$ cat src/rtl/icache_assoc_param_if.sv
// Fetch-side and memory-side signal bundle for icache_assoc_param.
// slave  : cache view (takes fetch requests, issues memory reads)
// master : environment view (fetch stage plus memory controller)
interface icache_assoc_param_if;
  logic        imemREN;
  logic [31:0] imemaddr;
  logic        ihit;
  logic [31:0] imemload;
  logic        inval;
  logic        inval_busy;
  logic        iREN;
  logic [31:0] iaddr;
  logic        iwait;
  logic [31:0] iload;

  modport slave  (input  imemREN, imemaddr, inval, iwait, iload,
                  output ihit, imemload, inval_busy, iREN, iaddr);
  modport master (output imemREN, imemaddr, inval, iwait, iload,
                  input  ihit, imemload, inval_busy, iREN, iaddr);
endinterface

$ cat src/rtl/icache_assoc_param.sv
// Parameterised instruction cache: NSETS sets, BLKWORDS words per block,
// 1- or 2-way associativity with one LRU bit per set, burst line fill and
// a one-set-per-cycle full invalidate sweep.
// Optional hit/miss counters are compiled in when ICACHE_STATS_EN is defined.
module icache_assoc_param #(
  parameter int NSETS    = 8,
  parameter int BLKWORDS = 2,
  parameter int NWAYS    = 1
) (
  input  logic                  CLK,
  input  logic                  RST,
  icache_assoc_param_if.slave   bus
`ifdef ICACHE_STATS_EN
  ,
  output logic [31:0]           hit_cnt,
  output logic [31:0]           miss_cnt
`endif
);

  localparam int LBW  = $clog2(BLKWORDS);
  localparam int LSI  = $clog2(NSETS);
  localparam int WIW  = (LBW > 0) ? LBW : 1;
  localparam int TAGW = 30 - LBW - LSI;
  // Forces the word index to zero for single-word blocks.
  localparam logic [WIW-1:0] WI_MASK = WIW'(BLKWORDS - 1);

  typedef enum logic [1:0] {S_IDLE, S_FILL, S_INVAL} state_t;

  // Line storage; two ways are always declared, only NWAYS are ever used.
  logic [TAGW-1:0] r_tag   [2][NSETS];
  logic            r_valid [2][NSETS];
  logic [31:0]     r_data  [2][NSETS][BLKWORDS];
  logic            r_lru   [NSETS];

  state_t          r_state;
  logic [WIW-1:0]  r_cnt;
  logic [LSI-1:0]  r_si;
  logic [LSI-1:0]  r_sweep;
  logic [TAGW-1:0] r_ftag;
  logic            r_vic;
  logic            r_pend;

  logic [WIW-1:0]  w_wi;
  logic [LSI-1:0]  w_si;
  logic [TAGW-1:0] w_tag;
  logic            w_hit;
  logic            w_hway;
  logic            w_ihit;
  logic            w_vic;
  logic            w_last;
  logic            w_fill_we;
  logic [31:0]     w_base;

  // Address split: offset bits [1:0] are dropped by the shift.
  assign w_wi  = WIW'(bus.imemaddr >> 2) & WI_MASK;
  assign w_si  = LSI'(bus.imemaddr >> (2 + LBW));
  assign w_tag = TAGW'(bus.imemaddr >> (2 + LBW + LSI));

  // Tag compare across all configured ways of the addressed set.
  always_comb begin
    w_hit  = 1'b0;
    w_hway = 1'b0;
    for (int w = 0; w < NWAYS; w++) begin
      if (r_valid[w][w_si] && (r_tag[w][w_si] == w_tag)) begin
        w_hit  = 1'b1;
        w_hway = 1'(w);
      end
    end
  end

  // Victim: first invalid way (way 0 first), else the LRU way.
  always_comb begin
    w_vic = 1'b0;
    if (NWAYS == 2) begin
      if (!r_valid[0][w_si])      w_vic = 1'b0;
      else if (!r_valid[1][w_si]) w_vic = 1'b1;
      else                        w_vic = r_lru[w_si];
    end
  end

  assign w_ihit    = (r_state == S_IDLE) && bus.imemREN && w_hit;
  assign w_last    = (r_cnt == WIW'(BLKWORDS - 1));
  assign w_fill_we = (r_state == S_FILL) && !bus.iwait && !RST;
  assign w_base    = (32'(r_ftag) << (2 + LBW + LSI)) | (32'(r_si) << (2 + LBW));

  assign bus.ihit       = w_ihit;
  assign bus.imemload   = w_ihit ? r_data[w_hway][w_si][w_wi] : 32'h0;
  assign bus.iREN       = (r_state == S_FILL);
  assign bus.iaddr      = (r_state == S_FILL) ? (w_base + (32'(r_cnt & WI_MASK) << 2)) : 32'h0;
  assign bus.inval_busy = (r_state == S_INVAL) || r_pend;

  // Data array: one word written per accepted memory beat; never reset.
  always_ff @(posedge CLK) begin
    if (w_fill_we) r_data[r_vic][r_si][r_cnt] <= bus.iload;
  end

  // Controller FSM plus tag/valid/LRU state and optional statistics.
  always_ff @(posedge CLK) begin
    if (RST) begin
      r_state <= S_IDLE;
      r_cnt   <= '0;
      r_si    <= '0;
      r_sweep <= '0;
      r_ftag  <= '0;
      r_vic   <= 1'b0;
      r_pend  <= 1'b0;
      for (int s = 0; s < NSETS; s++) begin
        r_valid[0][s] <= 1'b0;
        r_valid[1][s] <= 1'b0;
        r_lru[s]      <= 1'b0;
      end
`ifdef ICACHE_STATS_EN
      hit_cnt  <= '0;
      miss_cnt <= '0;
`endif
    end else begin
`ifdef ICACHE_STATS_EN
      if (w_ihit) hit_cnt <= hit_cnt + 32'd1;
`endif
      case (r_state)
        S_IDLE: begin
          if (w_ihit && (NWAYS == 2)) r_lru[w_si] <= ~w_hway;
          // Invalidate wins over a simultaneous miss; the miss replays later.
          if (bus.inval) begin
            r_state <= S_INVAL;
            r_sweep <= '0;
          end else if (bus.imemREN && !w_hit) begin
            r_state <= S_FILL;
            r_ftag  <= w_tag;
            r_si    <= w_si;
            r_vic   <= w_vic;
            r_cnt   <= '0;
            // Drop the victim now so a half-written line can never hit.
            r_valid[w_vic][w_si] <= 1'b0;
`ifdef ICACHE_STATS_EN
            miss_cnt <= miss_cnt + 32'd1;
`endif
          end
        end
        S_FILL: begin
          if (bus.inval) r_pend <= 1'b1;
          if (!bus.iwait) begin
            if (w_last) begin
              r_tag[r_vic][r_si]   <= r_ftag;
              r_valid[r_vic][r_si] <= 1'b1;
              if (NWAYS == 2) r_lru[r_si] <= ~r_vic;
              r_cnt   <= '0;
              r_pend  <= 1'b0;
              r_sweep <= '0;
              r_state <= (r_pend || bus.inval) ? S_INVAL : S_IDLE;
            end else begin
              r_cnt <= r_cnt + WIW'(1);
            end
          end
        end
        S_INVAL: begin
          r_valid[0][r_sweep] <= 1'b0;
          r_valid[1][r_sweep] <= 1'b0;
          r_lru[r_sweep]      <= 1'b0;
          if (r_sweep == LSI'(NSETS - 1)) r_state <= S_IDLE;
          else                            r_sweep <= r_sweep + LSI'(1);
        end
        default: r_state <= S_IDLE;
      endcase
    end
  end

endmodule

$ cat src/flat_wrapper.sv
// flat-port wrapper written by rule: the top's interface ports become plain ports
module icache_assoc_param_flat 
#(
  parameter int NSETS    = 8,
  parameter int BLKWORDS = 2,
  parameter int NWAYS    = 1
)
  (CLK, RST, bus_imemREN, bus_imemaddr, bus_inval, bus_iwait, bus_iload, bus_ihit, bus_imemload, bus_inval_busy, bus_iREN, bus_iaddr);
  icache_assoc_param_if bus_i ();
  input  logic CLK;
  input  logic RST;
  input wire logic [$bits(bus_i.imemREN)-1:0] bus_imemREN;
  input wire logic [$bits(bus_i.imemaddr)-1:0] bus_imemaddr;
  input wire logic [$bits(bus_i.inval)-1:0] bus_inval;
  input wire logic [$bits(bus_i.iwait)-1:0] bus_iwait;
  input wire logic [$bits(bus_i.iload)-1:0] bus_iload;
  output wire logic [$bits(bus_i.ihit)-1:0] bus_ihit;
  output wire logic [$bits(bus_i.imemload)-1:0] bus_imemload;
  output wire logic [$bits(bus_i.inval_busy)-1:0] bus_inval_busy;
  output wire logic [$bits(bus_i.iREN)-1:0] bus_iREN;
  output wire logic [$bits(bus_i.iaddr)-1:0] bus_iaddr;
  assign bus_i.imemREN = bus_imemREN;
  assign bus_i.imemaddr = bus_imemaddr;
  assign bus_i.inval = bus_inval;
  assign bus_i.iwait = bus_iwait;
  assign bus_i.iload = bus_iload;
  assign bus_ihit = bus_i.ihit;
  assign bus_imemload = bus_i.imemload;
  assign bus_inval_busy = bus_i.inval_busy;
  assign bus_iREN = bus_i.iREN;
  assign bus_iaddr = bus_i.iaddr;
  icache_assoc_param #(.NSETS(NSETS), .BLKWORDS(BLKWORDS), .NWAYS(NWAYS)) u_core (.CLK(CLK), .RST(RST), .bus(bus_i));
endmodule
$ cat config.mk
export PLATFORM = sky130hd
export DESIGN_NAME = icache_assoc_param_flat
export DESIGN_NICKNAME = d
export VERILOG_FILES = /design/src/rtl/icache_assoc_param_if.sv /design/src/rtl/icache_assoc_param.sv /design/src/flat_wrapper.sv
export SDC_FILE = /design/constraint.sdc
export NUM_CORES = 1
export LEC_CHECK = 0
export CAP_MARGIN = 20
export CORE_ASPECT_RATIO = 2
export CORE_MARGIN = 10
export CORE_UTILIZATION = 38
export DETAILED_ROUTE_END_ITERATION = 10
export REMOVE_ABC_BUFFERS = 1
export SLEW_MARGIN = 10
export SYNTH_ARGS = -nofsm -noshare
export SYNTH_HDL_FRONTEND = slang
export SYNTH_SLANG_ARGS = --single-unit
$ cat constraint.sdc
create_clock -name CLK -period 6.73 [get_ports CLK]
set_input_delay 1.346 -clock CLK [delete_from_list [all_inputs] [get_ports CLK]]
set_output_delay 1.346 -clock CLK [all_outputs]
set_load 0.05 [all_outputs]
==> reports/summary.txt, run 1 <==
outcome: completed
all-layer global routing usage: 0.180
# setup viols final: 0
asr flop ratio synth: 0
vias in the first global route: 18.2k
CP Class: in -> out
Die Area: 0.0913 mm²
sequential fraction of the synthesis area: 0.750
CTS Buf Count: 68
Peak supply drop: 0.219 mV
TritonCTS Sinks: 764
synth unique cells: 60
Post-synth top flop: edfxtp_1
total gr overflow: 0
postcts setup bufs: 0
# IOs: 136
RSZ-0062 raised after global routing: no
Die Span Y: 417 µm
core area: 0.0782 mm²
CTS tree: done
1st-pass router iterations: 6
clk root buf: clkbuf_16
initial antenna violation count: 4
Final TNS setup: 0 ps
Syn Area/Cell: 16.4 µm²
crit-path max cell delay: 540 ps
Routed WL per cell: 26.8 µm
DRT iter0 DRCs: 1361
CP startpoint kind: input pin
Initial Utilization: 0.384
CTS clk-pin slew, worst paths: 60 ps
largest family of logic cells by synthesized area: multiplexers
Tightest Pin Transition: 975 ps
mux contribution to synthesized area: 0.0948
via count: 17.3k
EDFF count, synth: 721
Compound-Gate Fraction of Synth Area: 0.0770
Post-CTS Hold Buffers: 0
overall routed net length: 82700 µm
leakage power: 0.0117 µW
Worst-Skew Late Latency: 640 ps
Cells after Synth: 1830
slowest CP cell: mux4_2
# H-tree levels: 3
DRC violations left: 0
ANT cells: 0
Max Fclk: 0.159 GHz
CTS resizes: 0
Cell Pwr Density: 272 mW/mm²
Synth Area in Adders: 0.000834
Yosys reg bits: 764
clk buf depth: 3
Final Critical Period: 6270 ps
nets@finish: 2076
Detail Route Antenna Nets: 0
Max Cap Viol: 0
fin util: 0.452
crit-path max FO: 35
simple-gate share of the synthesized area: 0.0551
crit-path most repeated cell: buf_4
critical path endpoint category: primary output
worst hold path type: reg -> reg
Clock Skews: 24.3 ps
final hold vios: 0
cell area after synthesis: 0.0300 mm²
cell-by-cell trace of the critical path: clkbuf_8 -> buf_4 -> mux4_2 -> nand2b_1 -> a21oi_1 -> nor4_1 -> buf_4 -> nand4_1 -> nor4_4 -> nand3_2 -> buf_4 -> a311oi_1 -> buf_4 -> buf_12
routability cong.: 0.792
relative slew slack: 0.349
ratio of cells with drive above 1 in the final layout: 0.167
arrival time worst endpoint: 4930 ps
pins over their slew limit: 0
Vias/cell: 5.62
final worst path period share: 0.932
first-pass GRT wire length: 121000 µm
die width: 219 µm
filler instances: 6734
Buffers on Ports: 131
Synth Area in XOR/XNOR: 0.00234
YS warnings: 0
Area growth syn-to-layout: 17.8%
worst path required time: 5380 ps
hpwl dp: 49900 µm
FP Rows: 145
largest net degree at the start of global routing: 80
-- placed cells by master (no fill, tap or decap), types with 11 or more instances in the layout --
cell	n
edfxtp_1	721
o211ai_1	13
nand2_1	116
nor2_1	86
o22ai_1	87
inv_1	11
buf_12	34
and3_1	14
a211oi_1	14
dfxtp_1	43
nor2_4	12
clkbuf_1	13
clkdlybuf4s50_1	94
and2_1	33
a21oi_1	85
o22a_1	12
mux2i_1	130
buf_4	84
nand2b_1	16
mux4_2	45
mux2_2	47
o21ai_0	59
o221ai_1	18
nor3_1	21
a22oi_1	22
clkbuf_16	69
-- synth_stat cells, drive strengths merged (3+ instances only) --
cell	n	share of area
nand3	6	0.0012
xor2	3	0.00088
o22a	12	0.0035
mux4	45	0.034
xnor2	5	0.0015
a2111oi	5	0.0015
a311oi	3	0.00088
nor3	29	0.0052
nand2	116	0.015
a22oi	22	0.0055
o21a	5	0.0013
and2	33	0.0069
or3	4	0.00083
dfxtp	43	0.029
nor4	8	0.0022
clkbuf	61	0.0076
inv	12	0.0015
o221ai	18	0.0053
nand2b	16	0.0033
a221oi	6	0.0018
nor2b	7	0.0015
a211oi	14	0.0035
o2111ai	5	0.0015
nor2	104	0.013
mux2	47	0.018
o211ai	13	0.0033
nand4	5	0.0010
a21o	3	0.00075
a31oi	8	0.0017
a21oi	85	0.014
o22ai	87	0.018
mux2i	130	0.043
edfxtp	721	0.72
buf	50	0.010
and3	14	0.0029
o21ai	59	0.0098
a2111o	3	0.0011
-- state kept, by name, indices dropped and copies added, names as in the netlist --
register,flops
u_core.r_data,512
u_core.r_ftag,26
u_core.r_state,2
u_core.r_valid,8
u_core.r_sweep,3
u_core.r_tag,208
u_core.r_si,3
u_core.r_cnt,1
u_core.r_pend,1
-- path summary, 6_finish.rpt --
path | slack, ps | end | start | depth (start not counted)
worst min-delay path | 530 | u_core.r_valid[0][5] | u_core.r_valid[0][5] | 2
worst max-delay path | 460 | bus_imemload[17] | bus_imemaddr[3] | 14
worst max register to register | 3220 | u_core.r_ftag[10] | u_core.r_tag[0][111] | 11
worst min register to register | 530 | u_core.r_valid[0][5] | u_core.r_valid[0][5] | 2
-- kinds of logic after synthesis --
kind of cell             count (synthesis)
buffers and inverters                  123
AO/OA/AOI/OAI                          359
XOR/XNOR                                 8
other                                    1
multiplexers                           222
AND/OR/NAND/NOR                        351
adder cells (fa/ha/maj)                  2
flip-flops                             764
-- report_power, final --
group | switching [µW] | leakage [µW] | internal [µW] | total (µW)
clock network | 1730 | 0.00106 | 2140 | 3870
registers | 27.6 | 0.00705 | 5200 | 5230
logic | 321 | 0.00358 | 187 | 507
-- through the flow --
step	power [µW]	cells	setup slack [ps]	area, µm²	hold slack [ps]
2_1_floorplan	5550	1720	804	29500	472
3_3_place_gp	5840	2964	434	33200	521
3_5_place_dp	5850	2964	440	33200	513
4_1_cts	9690	3081	408	35400	527
5_1_grt	9890	3081	192	35400	578
6_report	9600	3081	455	35400	529
-- area by class of cell --
| cell class | instances | area, µm² | area share |
|---|---|---|---|
| flip-flops and latches | 764 | 22500 | 0.637 |
| repair buffers | 215 | 2280 | 0.0646 |
| clock buffers | 86 | 1830 | 0.0518 |
| well taps | 1029 | 1290 | 0.0364 |
| inverters | 12 | 45.0 | 0.00127 |
| multi-input cells | 944 | 7060 | 0.200 |
| clock inverters | 31 | 333 | 0.00941 |
-- per-layer routing --
metal | GRT usage | part of all wire | vias to the layer above
li1 | - | - | 7561
met1 | 0.205 | 0.37 | 8984
met2 | 0.325 | 0.54 | 597
met3 | 0.0322 | 0.057 | 161
met4 | 0.0712 | 0.034 | 8
met5 | 0 | 0.00059 | -
-- critical path: cells and delay by family --
kind / cells / cell delay (ps)
buf+inv: 6 / 1560
simple gates: 5 / 970
mux: 1 / 540
compound gates: 2 / 390
Power figures use the tool's default switching activity.
==> run 2, diff against run 1 <==
--- a/config.mk
+++ b/config.mk
@@ -7,7 +7,7 @@
 export LEC_CHECK = 0
 export CAP_MARGIN = 20
 export CORE_ASPECT_RATIO = 2
-export CORE_MARGIN = 10
+export CORE_MARGIN = 8
 export CORE_UTILIZATION = 38
 export DETAILED_ROUTE_END_ITERATION = 10
 export REMOVE_ABC_BUFFERS = 1
==> constraint.sdc (replaced) <==
create_clock -name CLK -period 6.66 [get_ports CLK]
set_input_delay 1.332 -clock CLK [delete_from_list [all_inputs] [get_ports CLK]]
set_output_delay 1.332 -clock CLK [all_outputs]
set_load 0.05 [all_outputs]
==> run 2 against run 1 <==
  * Wire length down 5.6%
  * Register-to-register slack worse by 30 ps
  * Via count down 1.0%
  * Clock skew down 6.5 ps
  * Combinational power down 1%
  * First-iteration DRC count up 16%
  * Total power up 2.8%
  * Sequential cell count unchanged
  * Hold slack worse by 0.68 ps
  * Critical path depth down 2
  * Non-clock buffer count down 9
  * Highest routed layer unchanged
==> reports/summary.txt, run 2 (synthesis gave the netlist of run 1 again) <==
RSZ-0062 raised after global routing: no
clk root buf: clkbuf_16
largest net degree at the start of global routing: 64 (-20%)
cell-by-cell trace of the critical path: clkbuf_8 -> mux2_2 -> o22ai_1 -> nor3_1 -> nor4b_2 -> o2111ai_1 -> nor4_4 -> nand3_2 -> buf_12 -> a311oi_1 -> buf_4 -> buf_12
postcts setup bufs: 0 (unchanged)
routability cong.: 0.762 (-3.7%)
slowest CP cell: nor4_4
Buffers on Ports: 131 (unchanged)
arrival time worst endpoint: 4850 ps (-80 ps)
Max Cap Viol: 0 (unchanged)
hpwl dp: 43400 µm (-13%)
Initial Utilization: 0.381 (-0.00263)
# H-tree levels: 3 (unchanged)
total gr overflow: 0 (unchanged)
Tightest Pin Transition: 1110 ps (+136 ps)
Vias/cell: 5.53 (-1.5%)
worst hold path type: reg -> reg
Routed WL per cell: 25.2 µm (-6.1%)
Detail Route Antenna Nets: 0 (unchanged)
# setup viols final: 0 (unchanged)
Peak supply drop: 0.227 mV (+3.8%)
pins over their slew limit: 0 (unchanged)
Die Area: 0.0887 mm² (-2.8%)
# IOs: 136 (unchanged)
CP delay by family, top: simple AND/OR/NAND/NOR gates
FP Rows: 146 (+0.69%)
post-route design area: 0.0355 mm² (+0.53%)
CTS resizes: 0 (unchanged)
die width: 215 µm (-1.8%)
1st-pass router iterations: 5 (-1)
Largest register FFs: 512 (unchanged)
DRT iter0 DRCs: 1574 (+16%)
nets@finish: 2069 (-0.34%)
Final TNS setup: 0 ps (unchanged)
Largest Register: u_core.r_data
Final Critical Period: 6180 ps
commonest cells after routing, fill and taps aside: edfxtp_1 (721), mux2i_1 (130), nand2_1 (116)
Post-CTS Hold Buffers: 0 (unchanged)
overall routed net length: 78000 µm (-5.6%)
Buf/Inv on CP: 4 (-2)
worst path required time: 5330 ps (-50 ps)
core area: 0.0787 mm² (+0.69%)
Cell Pwr Density: 278 mW/mm² (+2.2%)
leakage power: 0.0117 µW (+0.54%)
CP Class: in -> out
vias in the first global route: 17.0k (-6.1%)
critical path endpoint category: primary output
CP startpoint kind: input pin
all-layer global routing usage: 0.172 (-0.00785)
final cell count without fillers: 3095 (+0.45%)
CTS clk-pin slew, worst paths: 60 ps (about the same)
crit-path most repeated cell: buf_12
relative slew slack: 0.258 (-0.0911)
final hold vios: 0 (unchanged)
ratio of cells with drive above 1 in the final layout: 0.165 (-0.00203)
most common cell after layout, fill and taps aside: edfxtp_1
Area growth syn-to-layout: 18.5%
via count: 17.1k (-1.0%)
Die Span Y: 413 µm (-0.96%)
outcome: completed
initial antenna violation count: 7 (+3)
CTS Buf Count: 70 (+2.9%)
Area after DPL: 0.0332 mm² (about the same)
Worst-Skew Late Latency: 610 ps (-30 ps)
TritonCTS Sinks: 764 (unchanged)
first-pass GRT wire length: 114000 µm (-5.6%)
Max Fclk: 0.162 GHz
final worst path period share: 0.928
crit-path max FO: 50 (+43%)
top flop regs: u_core.r_data (512), u_core.r_tag (208), u_core.r_ftag (26)
crit-path max cell delay: 490 ps (-50 ps)
Clock Skews: 17.8 ps (-6.55 ps)
DRC violations left: 0 (unchanged)
clk buf depth: 3 (unchanged)
Placed Instances: 2961 (-0.10%)
CTS tree: done
## run 2: final timing paths
kind	startpoint	endpoint	slack [ps]	cells past startpoint
setup reg to reg	u_core.r_state[1]	u_core.r_data[0][271]	3190	6
hold reg to reg	u_core.r_valid[0][1]	u_core.r_valid[0][1]	530	2
hold / removal	u_core.r_valid[0][1]	u_core.r_valid[0][1]	530	2
setup / recovery	bus_imemaddr[4]	bus_imemload[17]	480	12
## run 2: final cells by class
type | instances | area (µm²)
Sequential cell | 764 | 22500
Clock buffer | 88 | 1900
Multi-Input combinational cell | 944 | 7070
Inverter | 12 | 45.0
Tap cell | 1036 | 1300
Clock inverter | 39 | 420
Fill cell | 6817 | 43200
Timing Repair Buffer | 206 | 2290
Antenna cell | 6 | 15.0
## run 2: power by group
group          total [µW]  switching (µW)  internal [µW]
clock                4080            1730           2350
sequential           5290            29.1           5260
combinational         501             312            189
total                9870            2070           7800
## run 2: per-stage QoR
step	utilization	power [µW]	setup WS, ps	hold WS, ps
after CTS	0.451	9950	422	524
after global placement	0.421	5890	427	514
final	0.451	9870	482	528
after floorplan	-	5610	762	472
after global routing	0.451	10100	339	546
after detailed placement	0.421	5890	428	515
## run 2: routing by layer
| layer | vias to the layer above | part of all wire | track usage |
|---|---|---|---|
| met3 | 110 | 0.075 | 0.0324 |
| met4 | 4 | 0.023 | 0.0524 |
| met5 | - | 0.00024 | 0 |
| li1 | 7583 | - | - |
| met1 | 8760 | 0.44 | 0.242 |
| met2 | 673 | 0.46 | 0.269 |
## run 2: worst min-delay path, stage by stage, from the launching register on
cell	delay [ps]
dfxtp_1	310
a31oi_1	130
a31oi_1	50
==> run 3, diff against run 2 <==
--- a/config.mk
+++ b/config.mk
@@ -7,7 +7,7 @@
 export LEC_CHECK = 0
 export CAP_MARGIN = 20
 export CORE_ASPECT_RATIO = 2
-export CORE_MARGIN = 8
+export CORE_MARGIN = 3
 export CORE_UTILIZATION = 38
 export DETAILED_ROUTE_END_ITERATION = 10
 export REMOVE_ABC_BUFFERS = 1
==> run 3 against run 2 <==
  * Die area is 7.0% lower
  * Largest cell class unchanged
  * Design area hardly changed
  * Sequential share of layout area rose by 0.058 points
  * Count of clock-buffer cells in the layout is 2 higher
  * Total power decreased by 0.73%
  * Wire length up 5.4%
==> reports/summary.txt, run 3 (synthesis gave the netlist of run 1 again) <==
outcome: completed
pins over their slew limit: 0 (unchanged)
CTS resizes: 0 (unchanged)
Largest register FFs: 512 (unchanged)
worst hold start: u_core.r_valid[0][5]
top flop regs: u_core.r_data (512), u_core.r_tag (208), u_core.r_ftag (26)
# IOs: 136 (unchanged)
Vias/cell: 5.60 (+1.2%)
first-pass GRT wire length: 120000 µm (+5.3%)
critical path endpoint category: primary output
Max Cap Viol: 0 (unchanged)
hpwl dp: 47500 µm (+9.5%)
leakage power: 0.0118 µW (about the same)
FP Rows: 145 (-0.68%)
1st-pass router iterations: 5 (unchanged)
largest net degree at the start of global routing: 73 (+14%)
RR Startpoint: u_core.r_tag[0][36]
core area: 0.0782 mm² (-0.68%)
Post-CTS Hold Buffers: 0 (unchanged)
worst path required time: 5330 ps (about the same)
all-layer global routing usage: 0.199 (+0.0273)
Initial Utilization: 0.384 (+0.00263)
postcts setup bufs: 0 (unchanged)
nets@finish: 2074 (+0.24%)
Sw Ratio: 0.213 (+0.00246)
# H-tree levels: 3 (unchanged)
dpl ws: 377 ps (-51.5 ps)
crit-path max cell delay: 550 ps (+60 ps)
via count: 17.3k (+1.0%)
hold path endpoint: u_core.r_valid[0][5]
Cell Pwr Density: 276 mW/mm² (-0.64%)
total gr overflow: 0 (unchanged)
commonest cells after routing, fill and taps aside: edfxtp_1 (721), mux2i_1 (130), nand2_1 (116)
Buffers on Ports: 131 (unchanged)
die width: 205 µm (-4.7%)
Worst-Skew Late Latency: 620 ps (about the same)
routability cong.: 0.765 (+0.35%)
Final Critical Period: 6160 ps (-15.9 ps)
WHS: 532 ps (+4.32 ps)
Detail Route Antenna Nets: 0 (unchanged)
CP startpoint kind: input pin
Max Fclk: 0.162 GHz (+0.26%)
DRT iter0 DRCs: 1450 (-7.9%)
relative slew slack: 0.275 (+0.0175)
arrival time worst endpoint: 4830 ps (-20 ps)
sequential group share of total power: 0.539 (+0.003)
crit-path max FO: 36 (-28%)
final worst path period share: 0.925 (-0.00239)
CTS Buf Count: 68 (-2.9%)
Area growth syn-to-layout: 18.4% (about the same)
Buf/Inv on CP: 4 (unchanged)
most common cell after layout, fill and taps aside: edfxtp_1
clk root buf: clkbuf_16
Largest Register: u_core.r_data
overall routed net length: 82200 µm (+5.4%)
Comb pwr share: 0.053 (+0.002)
crit-path most repeated cell: buf_12
worst reg-to-reg setup slack: 3280 ps (+90 ps)
initial antenna violation count: 9 (+2)
cells on worst reg2reg path: 10 (+4)
Routed WL per cell: 26.6 µm (+5.6%)
Die Area: 0.0826 mm² (-7.0%)
clk buf depth: 3 (unchanged)
RSZ-0062 raised after global routing: no
worst setup margin: 497 ps (+15.9 ps)
FF-to-FF End: u_core.r_valid[0][7]
Tightest Pin Transition: 1080 ps (-26.2 ps)
Clock Skews: 28.7 ps (+10.9 ps)
Final TNS setup: 0 ps (unchanged)
hold depth: 2 (unchanged)
final hold vios: 0 (unchanged)
CP Class: in -> out
TritonCTS Sinks: 764 (unchanged)
Psw: 2080 µW (+0.43%)
Peak supply drop: 0.233 mV (+2.8%)
CP delay by family, top: buffers and inverters
Die Span Y: 403 µm (-2.4%)
DRC violations left: 0 (unchanged)
ratio of cells with drive above 1 in the final layout: 0.168 (+0.00276)
vias in the first global route: 18.1k (+6.0%)
worst hold path type: reg -> reg
CTS clk-pin slew, worst paths: 60 ps (about the same)
Internal: 7720 µW (-1.0%)
# setup viols final: 0 (unchanged)
cell-by-cell trace of the critical path: clkbuf_8 -> buf_4 -> mux4_2 -> nand2b_1 -> a21oi_1 -> a211oi_1 -> nand4_1 -> nor4_4 -> nand3_2 -> buf_12 -> a311oi_1 -> buf_12
Clock power frac: 0.408 (-0.005)
CTS tree: done
slowest CP cell: mux4_2
run 3: metal layers:
layer  vias up  track usage  share of wire
met2       620        0.355           0.53
met5         -            0        0.00033
met1      8938        0.238           0.38
met4         4       0.0835          0.036
li1       7578            -              -
met3       161       0.0322          0.058
run 3: layout make-up:
| type | count | area, µm² |
|---|---|---|
| clock buffers | 90 | 1870 |
| well taps | 1029 | 1290 |
| repair buffers | 213 | 2340 |
| multi-input cells | 944 | 7060 |
| fillers | 6699 | 42700 |
| diodes | 6 | 15.0 |
| clock inverters | 32 | 380 |
| flip-flops and latches | 764 | 22500 |
| inverters | 12 | 45.0 |
run 3: how the worst max path moves through the flow:
stage | slack, ps | end | from | cells after the start
2_1_floorplan | 760 | bus_imemload[17] | bus_imemaddr[3] | 8
3_3_place_gp | 420 | bus_imemload[29] | bus_imemaddr[3] | 11
3_5_place_dp | 380 | bus_imemload[29] | bus_imemaddr[3] | 11
4_1_cts | 360 | bus_imemload[29] | bus_imemaddr[3] | 11
5_1_grt | 210 | bus_imemload[29] | bus_imemaddr[3] | 12
6_report | 500 | bus_imemload[29] | bus_imemaddr[3] | 12
run 3: through the flow:
step,instance area [µm²],power [µW],util,instances
floorplan,29500,5610,-,1720
global placement,33200,5900,0.425,2961
detailed placement,33300,5910,0.425,2962
CTS,35500,9880,0.454,3084
global route,35500,10100,0.454,3086
finish,35500,9800,0.454,3090
run 3: worst reg2reg max path, cell delays in order (launching register included):
cell      delay [ps]
edfxtp_1         370
mux4_2           460
mux2i_1          210
xnor2_1          110
nor3_2           380
nand4_1          210
nor4_4           430
buf_4            210
nor3_4            40
buf_4            300
a311o_1          440
run 3: power groups by stage:
stage               clock network [µW]  registers [µW]  logic (µW)
floorplan                            0            5380         229
global placement                     0            5390         509
detailed placement                   0            5390         519
CTS                               4070            5290         520
global route                      4240            5290         554
finish                            4000            5290         516
